$ cat config.mk
export PLATFORM = sky130hd
export DESIGN_NAME = fp_mul_pipe
export DESIGN_NICKNAME = d
export VERILOG_FILES = /design/src/rtl/fp_mul_pipe.sv
export SDC_FILE = /design/constraint.sdc
export NUM_CORES = 1
export LEC_CHECK = 0
export CAP_MARGIN = 25
export CELL_PAD_IN_SITES_DETAIL_PLACEMENT = 1
export CELL_PAD_IN_SITES_GLOBAL_PLACEMENT = 1
export CORE_MARGIN = 4
export CORE_UTILIZATION = 40
export CTS_CLUSTER_DIAMETER = 80
export CTS_CLUSTER_SIZE = 10
export DETAILED_ROUTE_END_ITERATION = 12
export PLACE_DENSITY = 0.77
export SLEW_MARGIN = 25
export SYNTH_ARGS = -nofsm -noshare
export SYNTH_HDL_FRONTEND = slang
export SYNTH_SLANG_ARGS = --single-unit
$ cat constraint.sdc
create_clock -name clk -period 5.53 [get_ports clk]
set_clock_uncertainty 0.2 [all_clocks]
set_input_delay 1.659 -clock clk [delete_from_list [all_inputs] [get_ports clk]]
set_output_delay 1.659 -clock clk [all_outputs]
set_load 0.02 [all_outputs]
$ cat src/rtl/fp_mul_pipe.sv
// fp_mul_pipe: three-stage IEEE-754-style floating-point multiplier.
// Stage 1 unpacks the operands, detects special cases and sums the exponents.
// Stage 2 forms the full significand product.
// Stage 3 normalises, rounds to nearest-even and packs the result and flags.
// Subnormal inputs are flushed to signed zero.
// Results that would be subnormal are flushed to signed zero and raise underflow.
//
// Handshake: a transfer happens on a rising edge where valid && ready.
// A producer holds valid and its data stable until that edge.
// ready never depends on valid from the same side.
// Every stage register loads when it is empty or when its successor is loading.
// As a result, in_ready = !s1 valid || stage 2 can take stage 1's contents.
// out_valid comes straight from a register.
// No combinational path therefore exists from in_valid to out_valid.
module fp_mul_pipe #(
   parameter int EXP_W = 5,
   parameter int MAN_W = 10
) (
   input  logic                   clk,
   input  logic                   rst_n,
   input  logic                   in_valid,
   output logic                   in_ready,
   input  logic [EXP_W+MAN_W:0]   a,
   input  logic [EXP_W+MAN_W:0]   b,
   output logic                   out_valid,
   input  logic                   out_ready,
   output logic [EXP_W+MAN_W:0]   result,
   output logic [3:0]             flags
);

   localparam int W       = 1 + EXP_W + MAN_W;
   localparam int PW      = 2 * MAN_W + 2;
   localparam int EW      = EXP_W + 2;
   localparam int BIAS    = (1 << (EXP_W - 1)) - 1;
   localparam int EXP_MAX = (1 << EXP_W) - 1;
   localparam logic [W-1:0] QNAN = {1'b0, {EXP_W{1'b1}}, 1'b1, {(MAN_W-1){1'b0}}};

   // ---------------- handshake / stage enables ----------------
   logic v1, v2, v3;
   logic rdy1, rdy2, rdy3;

   assign rdy3      = !v3 || out_ready;
   assign rdy2      = !v2 || rdy3;
   assign rdy1      = !v1 || rdy2;
   assign in_ready  = rdy1;
   assign out_valid = v3;

   // ---------------- stage 1: unpack and classify ----------------
   logic               sa, sb, s_xor;
   logic [EXP_W-1:0]   ea, eb;
   logic [MAN_W-1:0]   fa, fb;
   logic               a_zero, b_zero, a_inf, b_inf, a_nan, b_nan, a_snan, b_snan;
   logic               spec_d;
   logic [W-1:0]       spec_res_d;
   logic [3:0]         spec_flags_d;
   logic signed [EW-1:0] exp_sum_d;

   assign {sa, ea, fa} = a;
   assign {sb, eb, fb} = b;
   assign s_xor  = sa ^ sb;
   assign a_zero = (ea == '0);
   assign b_zero = (eb == '0);
   assign a_inf  = (&ea) && (fa == '0);
   assign b_inf  = (&eb) && (fb == '0);
   assign a_nan  = (&ea) && (fa != '0);
   assign b_nan  = (&eb) && (fb != '0);
   assign a_snan = a_nan && !fa[MAN_W-1];
   assign b_snan = b_nan && !fb[MAN_W-1];
   assign exp_sum_d = $signed(EW'(ea)) + $signed(EW'(eb)) - $signed(EW'(BIAS));

   // Special-case result. NaN has the highest priority, then inf x 0, inf, and zero.
   always_comb begin
      spec_d       = 1'b1;
      spec_res_d   = '0;
      spec_flags_d = 4'b0000;
      if (a_nan || b_nan) begin
         spec_res_d   = QNAN;
         spec_flags_d = {a_snan || b_snan, 3'b000};
      end else if ((a_inf && b_zero) || (b_inf && a_zero)) begin
         spec_res_d   = QNAN;
         spec_flags_d = 4'b1000;
      end else if (a_inf || b_inf) begin
         spec_res_d   = {s_xor, {EXP_W{1'b1}}, {MAN_W{1'b0}}};
      end else if (a_zero || b_zero) begin
         spec_res_d   = {s_xor, {(W-1){1'b0}}};
      end else begin
         spec_d       = 1'b0;
      end
   end

   logic                 s1_sign, s1_spec;
   logic signed [EW-1:0] s1_exp;
   logic [MAN_W:0]       s1_siga, s1_sigb;
   logic [W-1:0]         s1_spec_res;
   logic [3:0]           s1_spec_flags;

   // Stage 1 register: capture the operands unpacked, with the hidden 1 restored.
   always_ff @(posedge clk or negedge rst_n) begin
      if (!rst_n) begin
         v1            <= 1'b0;
         s1_sign       <= 1'b0;
         s1_spec       <= 1'b0;
         s1_exp        <= '0;
         s1_siga       <= '0;
         s1_sigb       <= '0;
         s1_spec_res   <= '0;
         s1_spec_flags <= '0;
      end else if (rdy1) begin
         v1            <= in_valid;
         s1_sign       <= s_xor;
         s1_spec       <= spec_d;
         s1_exp        <= exp_sum_d;
         s1_siga       <= {1'b1, fa};
         s1_sigb       <= {1'b1, fb};
         s1_spec_res   <= spec_res_d;
         s1_spec_flags <= spec_flags_d;
      end
   end

   // ---------------- stage 2: significand product ----------------
   logic [PW-1:0]        prod_d;
   logic                 s2_sign, s2_spec;
   logic signed [EW-1:0] s2_exp;
   logic [PW-1:0]        s2_prod;
   logic [W-1:0]         s2_spec_res;
   logic [3:0]           s2_spec_flags;

   assign prod_d = PW'(s1_siga) * PW'(s1_sigb);

   // Stage 2 register: hold the full-width product alongside the stage 1 side data.
   always_ff @(posedge clk or negedge rst_n) begin
      if (!rst_n) begin
         v2            <= 1'b0;
         s2_sign       <= 1'b0;
         s2_spec       <= 1'b0;
         s2_exp        <= '0;
         s2_prod       <= '0;
         s2_spec_res   <= '0;
         s2_spec_flags <= '0;
      end else if (rdy2) begin
         v2            <= v1;
         s2_sign       <= s1_sign;
         s2_spec       <= s1_spec;
         s2_exp        <= s1_exp;
         s2_prod       <= prod_d;
         s2_spec_res   <= s1_spec_res;
         s2_spec_flags <= s1_spec_flags;
      end
   end

   // ---------------- stage 3: normalise, round, pack ----------------
   logic [PW-2:0]        pn;
   logic [MAN_W-1:0]     man;
   logic                 guard, sticky, round_up;
   logic [MAN_W:0]       man_r;
   logic signed [EW-1:0] exp_n;
   logic [W-1:0]         res_d;
   logic [3:0]           flags_d;

   // Normalise the product to 1.x, then round to nearest-even.
   // A rounding carry moves the result up to the next binade.
   always_comb begin
      pn       = s2_prod[PW-1] ? s2_prod[PW-2:0] : {s2_prod[PW-3:0], 1'b0};
      man      = pn[2*MAN_W:MAN_W+1];
      guard    = pn[MAN_W];
      sticky   = |pn[MAN_W-1:0];
      round_up = guard && (sticky || man[0]);
      man_r    = {1'b0, man} + {{MAN_W{1'b0}}, round_up};
      exp_n    = s2_exp + $signed({{(EW-1){1'b0}}, s2_prod[PW-1]})
                        + $signed({{(EW-1){1'b0}}, man_r[MAN_W]});
      res_d    = {s2_sign, exp_n[EXP_W-1:0], man_r[MAN_W-1:0]};
      flags_d  = {3'b000, guard || sticky};
      if (s2_spec) begin
         res_d   = s2_spec_res;
         flags_d = s2_spec_flags;
      end else if (exp_n >= $signed(EW'(EXP_MAX))) begin
         res_d   = {s2_sign, {EXP_W{1'b1}}, {MAN_W{1'b0}}};
         flags_d = 4'b0101;
      end else if (exp_n <= 0) begin
         res_d   = {s2_sign, {(W-1){1'b0}}};
         flags_d = 4'b0011;
      end
   end

   // Output register: it only changes when empty or consumed, so a stalled result stays put.
   always_ff @(posedge clk or negedge rst_n) begin
      if (!rst_n) begin
         v3     <= 1'b0;
         result <= '0;
         flags  <= '0;
      end else if (rdy3) begin
         v3     <= v2;
         result <= res_d;
         flags  <= flags_d;
      end
   end

endmodule

# After elaboration in Yosys (flattened, before gate mapping)
# Cells that the tools add are included.
totals:
  register_bits: 125
  wordCells: 77
classes:
  n_addsub: 5
  multipliers: 1
  n_lt_le_gt_ge: 2
  n_mux: 17
  bitwise: 1
  n_reduce_logical: 33
ops:
  columns: ["op", "n"]
  rows:
  - ["2-to-1 mux 16 bit", 5]
  - ["2-to-1 mux 15 bit", 2]
  - ["multiplier 11 x 11 -> 22 bit", 1]
  - ["2-to-1 mux 21 bit", 1]
  - ["logical NOT 10 bit", 2]
  - ["nonzero test 10 bit", 2]
  - ["adder 7 x 2 -> 7 bit", 2]
  - ["2-to-1 mux 4 bit", 3]
  - ["adder 10 x 1 -> 11 bit", 1]
  - ["logical NOT 5 bit", 2]
  - ["logical OR 1 bit", 10]
  - ["AND reduction 5 bit", 2]
  - ["OR reduction 10 bit", 1]
  - ["logical AND 1 bit", 9]
  - [">= comparator 7 x 6 -> 1 bit (second input constant)", 1]
  - ["less-or-equal comparator 7 x 1 -> 1 bit (second input constant)", 1]
  - ["subtractor 6 x 4 -> 7 bit (second input constant)", 1]
  - ["adder 5 x 5 -> 6 bit", 1]
  - ["logical NOT 1 bit", 5]
  - ["2-to-1 mux 1 bit", 4]
  - ["2-to-1 mux 3 bit", 1]
  - ["2-to-1 mux 2 bit", 1]
  - ["XOR 1 bit", 1]

# Longest topological paths before layout
logic_depth:
  word_depth: 10
  mapped_depth: 21
  depth_no_buf: 20

# Worst setup path before layout
# OpenSTA, ideal clock, no wires.
synth_timing:
  kind: "reg-to-reg"
  from: "register s1_sigb[2]"
  to: "register s2_prod[20]"
  setup_time_ps: 92
  arrival_time_ps: 4921
  required_time_ps: 5238
  setup_slack_ps: 317
  stages_incl_launch_ff: 19
  period_less_slack_ps: 5213
  path_cell_list: "dfrtp_1 > clkbuf_1 > nand2_1 > fa_1 > inv_1 > fa_1 > fa_1 > fa_1 > inv_1 > fa_1 > inv_1 > ha_1 > a21oi_2 > o21ai_1 > a311oi_2 > a21oi_2 > o31a_1 > o21a_1 > o31ai_2"
synth_via:
  elab_chain_len: 1
synth_rtl:
  columns: ["item", "line_no", "rtl"]
  rows:
  - ["from (decl)", "93", "logic [MAN_W:0] s1_siga, s1_sigb;"]
  - ["from (signal assigned)", "114", "s1_sigb <= {1'b1, fb};"]
  - ["multiplier 11 x 11 -> 22 bit", "128", "assign prod_d = PW'(s1_siga) * PW'(s1_sigb);"]
  - ["to (signal assigned)", "145", "s2_prod <= prod_d;"]
  - ["to (decl)", "124", "logic [PW-1:0] s2_prod;"]
# Every way passes these cells.
# A chain may end at the register's enable or synchronous reset.

# Final worst setup path
layout_timing:
  from: "register s1_sigb[4]"
  to: "register s2_prod[20]"
# The elaborated chain is that of the path after synthesis.

==> results <==
- Combinational logic burns between 70% and 80% of the power.
- The worst endpoint required time is between 5 and 6 ns.
- In this run, synthesis inferred 0 flip-flops with an integrated enable.
- The filler cell count in the final layout is around 2500.
- The area growth from synthesis to layout is 15.4%.
- Of the cells placed in the final design, the portion with a size suffix greater than 1 is under 10%.
- In this run the tightest slew margin relative to its limit is between 40% and 50%.
- The maximum number of pins on one net before global-route repair is a little under 60.
- The path with the worst hold slack has its endpoint at v2.
- The die is roughly 150 um wide.
- The placer's final routability congestion estimate is about 0.83.
- The post-place setup slack is ~0.067 ns.
- In this run the static leakage power is roughly 4.8 nW.
- The multiplexer fraction of the synthesized cell area is 1.06%.
- Net switching is around half of the power.
- The number of maximum-capacitance violations is 0.
- The number of violations reported at the end of detailed-routing iteration 0 is roughly 300.
- The first global-routing pass estimated 36100 um of wire.
- The final worst slack is about 0.2 ns.
- The max-slew violation total from the final report is 0.
- The number of placed cells counting well taps is around 1300.
- Counting instances, the worst hold path has a depth of 1.
- The register area share after synthesis is 27.0%.
- The full die area is approximately 24000 um2.
- For this run, the leading register cell type out of synthesis is sky130_fd_sc_hd__dfrtp_1.
- The cell area after layout is ~10000 um2.
- The transition time of the tightest slew-check pin is 0.871 ns.
- The commonest cells after synthesis are 226 x sky130_fd_sc_hd__nand2_1, 131 x sky130_fd_sc_hd__inv_1, 92 x sky130_fd_sc_hd__dfrtp_1.
- In this run the critical register-to-register path is captured at s2_prod[20].
- The Yosys step of the flow raised 0 warnings.
- The worst setup path is captured at a register.
- The worst register-to-register path has a setup slack of 0.20 ns.
- Traced cell by cell, the critical path runs through buf_4 > nand2_1 > fa_1 > fa_1 > fa_1 > inv_1 > fa_1 > inv_1 > fa_1 > inv_1 > ha_1 > a21oi_1 > o21ai_1 > a311oi_2 > a21oi_2 > o31a_1 > o21a_1 > o31ai_2.
- In this run the biggest area consumer among cell types represents a little over a quarter of the synthesized area.
- For this design, the sink count on the clock tree is a little over 90.
- IR analysis of the VDD net gives a maximum drop of about 0.00041 V.
- The design internal power is 3.20 mW.
- The number of standard cells in the layout, taps in and fillers out is around 1300.
- The number of cells traversed by the worst register-to-register path is 18.
- The cell area reported after detailed placement is around 9400 um2.
- For this run, design rule violations remaining after detail routing come to 0.
- The number of global-route vias before repair came to 7184.
- The die height is about 150 um.
- Summing the areas of all xor and xnor instances in the mapped netlist gives 3.38% of the synthesized area.
- The fraction of the cycle the final worst path needs is between 90 and 100%.
- Clock tree synthesis inserted a total of 9 buffers.
- The total area of multi-input combinational cells is about 5600 um2.
- Counting along the longest clock path gives a buffer depth of 2.
- The post-layout net count is 1222.
- The CTS tree is yes.
- The insertion delay of the later-clocked pin in the worst-skew pair is around 0.36 ns.
- The path class of the tightest hold or removal check is register to register.
- Using the TritonRoute via totals, the vias-per-cell ratio works out to around 5.1.
- The global router's overall resource usage is between 10% and 20%.
- The area inside the core boundary is about 21000 um2.
- In the synthesized netlist the async set-or-reset flop fraction comes to 100%.
- 58 I/O pins were placed.
- The kind of cell adding the most delay to the critical path is adder cells.
- For this design the ratio of total power to cell area is roughly 640 nW/um2.
- After synthesis the netlist holds a flip-flop and latch count of between 90 and 100.
- Once detail routing completed, the nets flagged for antenna violations numbered 0.
- The worst path in the final design needs a cycle of approximately 5.3 ns, including I/O delays and setup.
- The number of different library cells in the post-synthesis netlist is 63.
- In this run the clock root is driven by a sky130_fd_sc_hd__clkbuf_16.
- The number of antenna cells inserted is 0.
- After Yosys synthesis, full adders, half adders and majority gates account for 29.8% of the synthesized area.
- Setup violations remaining at the end of the flow were counted as 0.
- The cell area that synthesis handed to floorplanning was 8520 um2.
- After detailed routing, the total wire length is 21400 um.
- The initial utilization of the core area, before any placement, comes to 40.6%.
- In this run the critical register-to-register path is launched from s1_sigb[4].
- The number of hold buffers added after CTS is 0.
- The total overflow left after global routing is 0.
- The delay of the slowest critical-path stage is roughly 0.54 ns.
- The clock slew at the register clock pins of the worst setup and hold paths is 0.08 ns.
- The start point of the worst hold path is v1.
- Before antenna repair, the detailed router went through 4 iterations.
- The sequential share of power is around 17%.
- The quantity of I/O buffers inserted on ports is between 50 and 60.
- Together, buffers and inverters on the worst path number 4.
- The critical path starts at s1_sigb[4].
- The placed wire-length estimate after detailed placement is ~17000 um.
- The flow ran to the end, and the final reports show no timing, DRC or antenna violations.
- After floorplanning, the core was divided into 53 placement rows.
- The largest individual stage delay along the critical path comes from the cell sky130_fd_sc_hd__fa_1.
- The biggest area contributor in the post-synthesis netlist is sky130_fd_sc_hd__dfrtp_1.
- Timing would allow up to 188 MHz.
- The analysis attributes to net switching a power of around 3.1 mW.
- STA classifies the critical path startpoint as a register.
- The clock network is responsible for about a tenth of the overall power.
- Counting every net in the synthesized netlist gives about 1200.
- The most common cell in the netlist is sky130_fd_sc_hd__nand2_1.
- The highest net fanout along the worst path is 8.
- The area used by sequential logic in the layout is approximately 2300 um2.
- The H-tree generated during clock tree synthesis spans 3 levels.
- The share of the synthesized area in compound gates (AO/OA/AOI/OAI) is around 9.9%.
- The simple-gate share of the synthesized area is 20.9%.
- By area the synthesized netlist is led by sky130_fd_sc_hd__dfrtp_1 27%, sky130_fd_sc_hd__fa_1 19%, sky130_fd_sc_hd__ha_1 11%, sky130_fd_sc_hd__nand2_1 10%, sky130_fd_sc_hd__inv_1 5.8%.
- Dividing the detail-routed wire length by the instance count gives about 16 um.
- The number of antenna violations at the first check in global routing is 0.
- Detailed routing inserted a total of 6636 vias.
- The instance count of the mapped netlist is roughly 1000.
- The hold violation total from the final report is 0.
- By area, the combinational part of the netlist is dominated by adder cells.
- Adding up every negative setup slack in the final design gives 0 ns.
- The type of the setup path with the least slack is register to register.
- After synthesis, the mean cell area works out to between 8 and 9 um2.
- The library cell appearing most often on the critical path is sky130_fd_sc_hd__fa_1.
- Data on the critical path arrives at its endpoint at between 5 and 6 ns.
[metal layers]
| layer | track usage (%) | vias to the layer above | part of all wire, % |
|---|---|---|---|
| li1 | - | 3213 | - |
| met1 | 25.6 | 3313 | 48 |
| met5 | 0 | - | 0 |
| met3 | 2.03 | 20 | 2.5 |
| met2 | 31.8 | 90 | 48 |
| met4 | 4.63 | 0 | 1.4 |
[cells in the final DEF (no fill, tap or decap), drive strengths merged, types with 34 or more instances in the layout]
| cell | Yosys | routed |
|---|---|---|
| a21oi | 34 | 34 |
| and2 | 63 | 63 |
| buf | 7 | 34 |
| clkdlybuf4s50 | 0 | 56 |
| dfrtp | 92 | 92 |
| fa | 82 | 82 |
| ha | 72 | 72 |
| inv | 132 | 137 |
| nand2 | 226 | 226 |
| nor2 | 39 | 39 |
[how the worst max path moves through the flow]
stage | end | slack, ns | cells past startpoint
global route | s2_prod[21] | -0.007 | 17
floorplan | s2_prod[20] | 0.32 | 18
finish | s2_prod[20] | 0.20 | 18
detailed placement | s2_prod[21] | 0.07 | 17
global placement | s2_prod[20] | 0.19 | 17
CTS | s2_prod[20] | 0.008 | 17
[kinds of logic after synthesis]
kind of cell               Yosys count
and+or+nand+nor                    387
DFF                                 92
xor gates and xnor gates            32
buffers and inverters              178
AOI/OAI and AO/OA                  124
muxes                                9
adders and majority gates          154
[timing repair]
| action | in CTS | in global routing |
|---|---|---|
| buffers inserted | 0 | 11 |
| gates resized for setup | 0 | 17 |
| endpoints found under the setup margin | 0 | 5 |
[metrics by stage]
| stage | hold WS [ns] | util [%] | total power [mW] |
|---|---|---|---|
| final | 0.263 | 46.9 | 6.26 |
| after global routing | 0.274 | 46.9 | 7.04 |
| after CTS | 0.266 | 46.4 | 6.28 |
| after detailed placement | 0.246 | 45.0 | 5.57 |
| after global placement | 0.234 | 45.0 | 5.42 |
| after floorplan | 0.226 | - | 4.44 |
[sequential cells by signal, summed over array words and instances (netlist names)]
signal and flops:
s2_sign 1, out_valid 1, s1_sign 1, result 16
s2_spec_res 3, s2_spec_flags 1, s1_exp 7, s1_spec_res 3
flags 4, v1 1, s1_spec 1, s2_spec 1
s2_prod 22, s2_exp 7, s1_spec_flags 1, v2 1
s1_siga 11, s1_sigb 10
[power by group through the flow]
stage / combinational (mW) / clock [mW] / sequential (mW)
CTS: 4.53 / 0.660 / 1.09
floorplan: 3.37 / 0 / 1.07
finish: 4.52 / 0.648 / 1.09
detailed placement: 4.47 / 0 / 1.10
global placement: 4.33 / 0 / 1.09
global route: 5.23 / 0.691 / 1.12
[worst register-to-register path, delay by kind of cell (launching register included)]
kind | cells | cell delay [ns]
simple gates | 1 | 0.07
compound gates | 7 | 1.34
buf+inv | 4 | 0.30
flops | 1 | 0.44
fa+ha+maj | 6 | 2.89
[area by class of cell]
type / instances / share of cell area [%]
Sequential cell: 92 / 23.6
Timing Repair Buffer: 91 / 8.32
Clock buffer: 9 / 2.29
Multi-Input combinational cell: 706 / 56.5
Inverter: 132 / 5.04
Tap cell: 275 / 3.50
Clock inverter: 7 / 0.751
(Power assumes the default switching activity.)
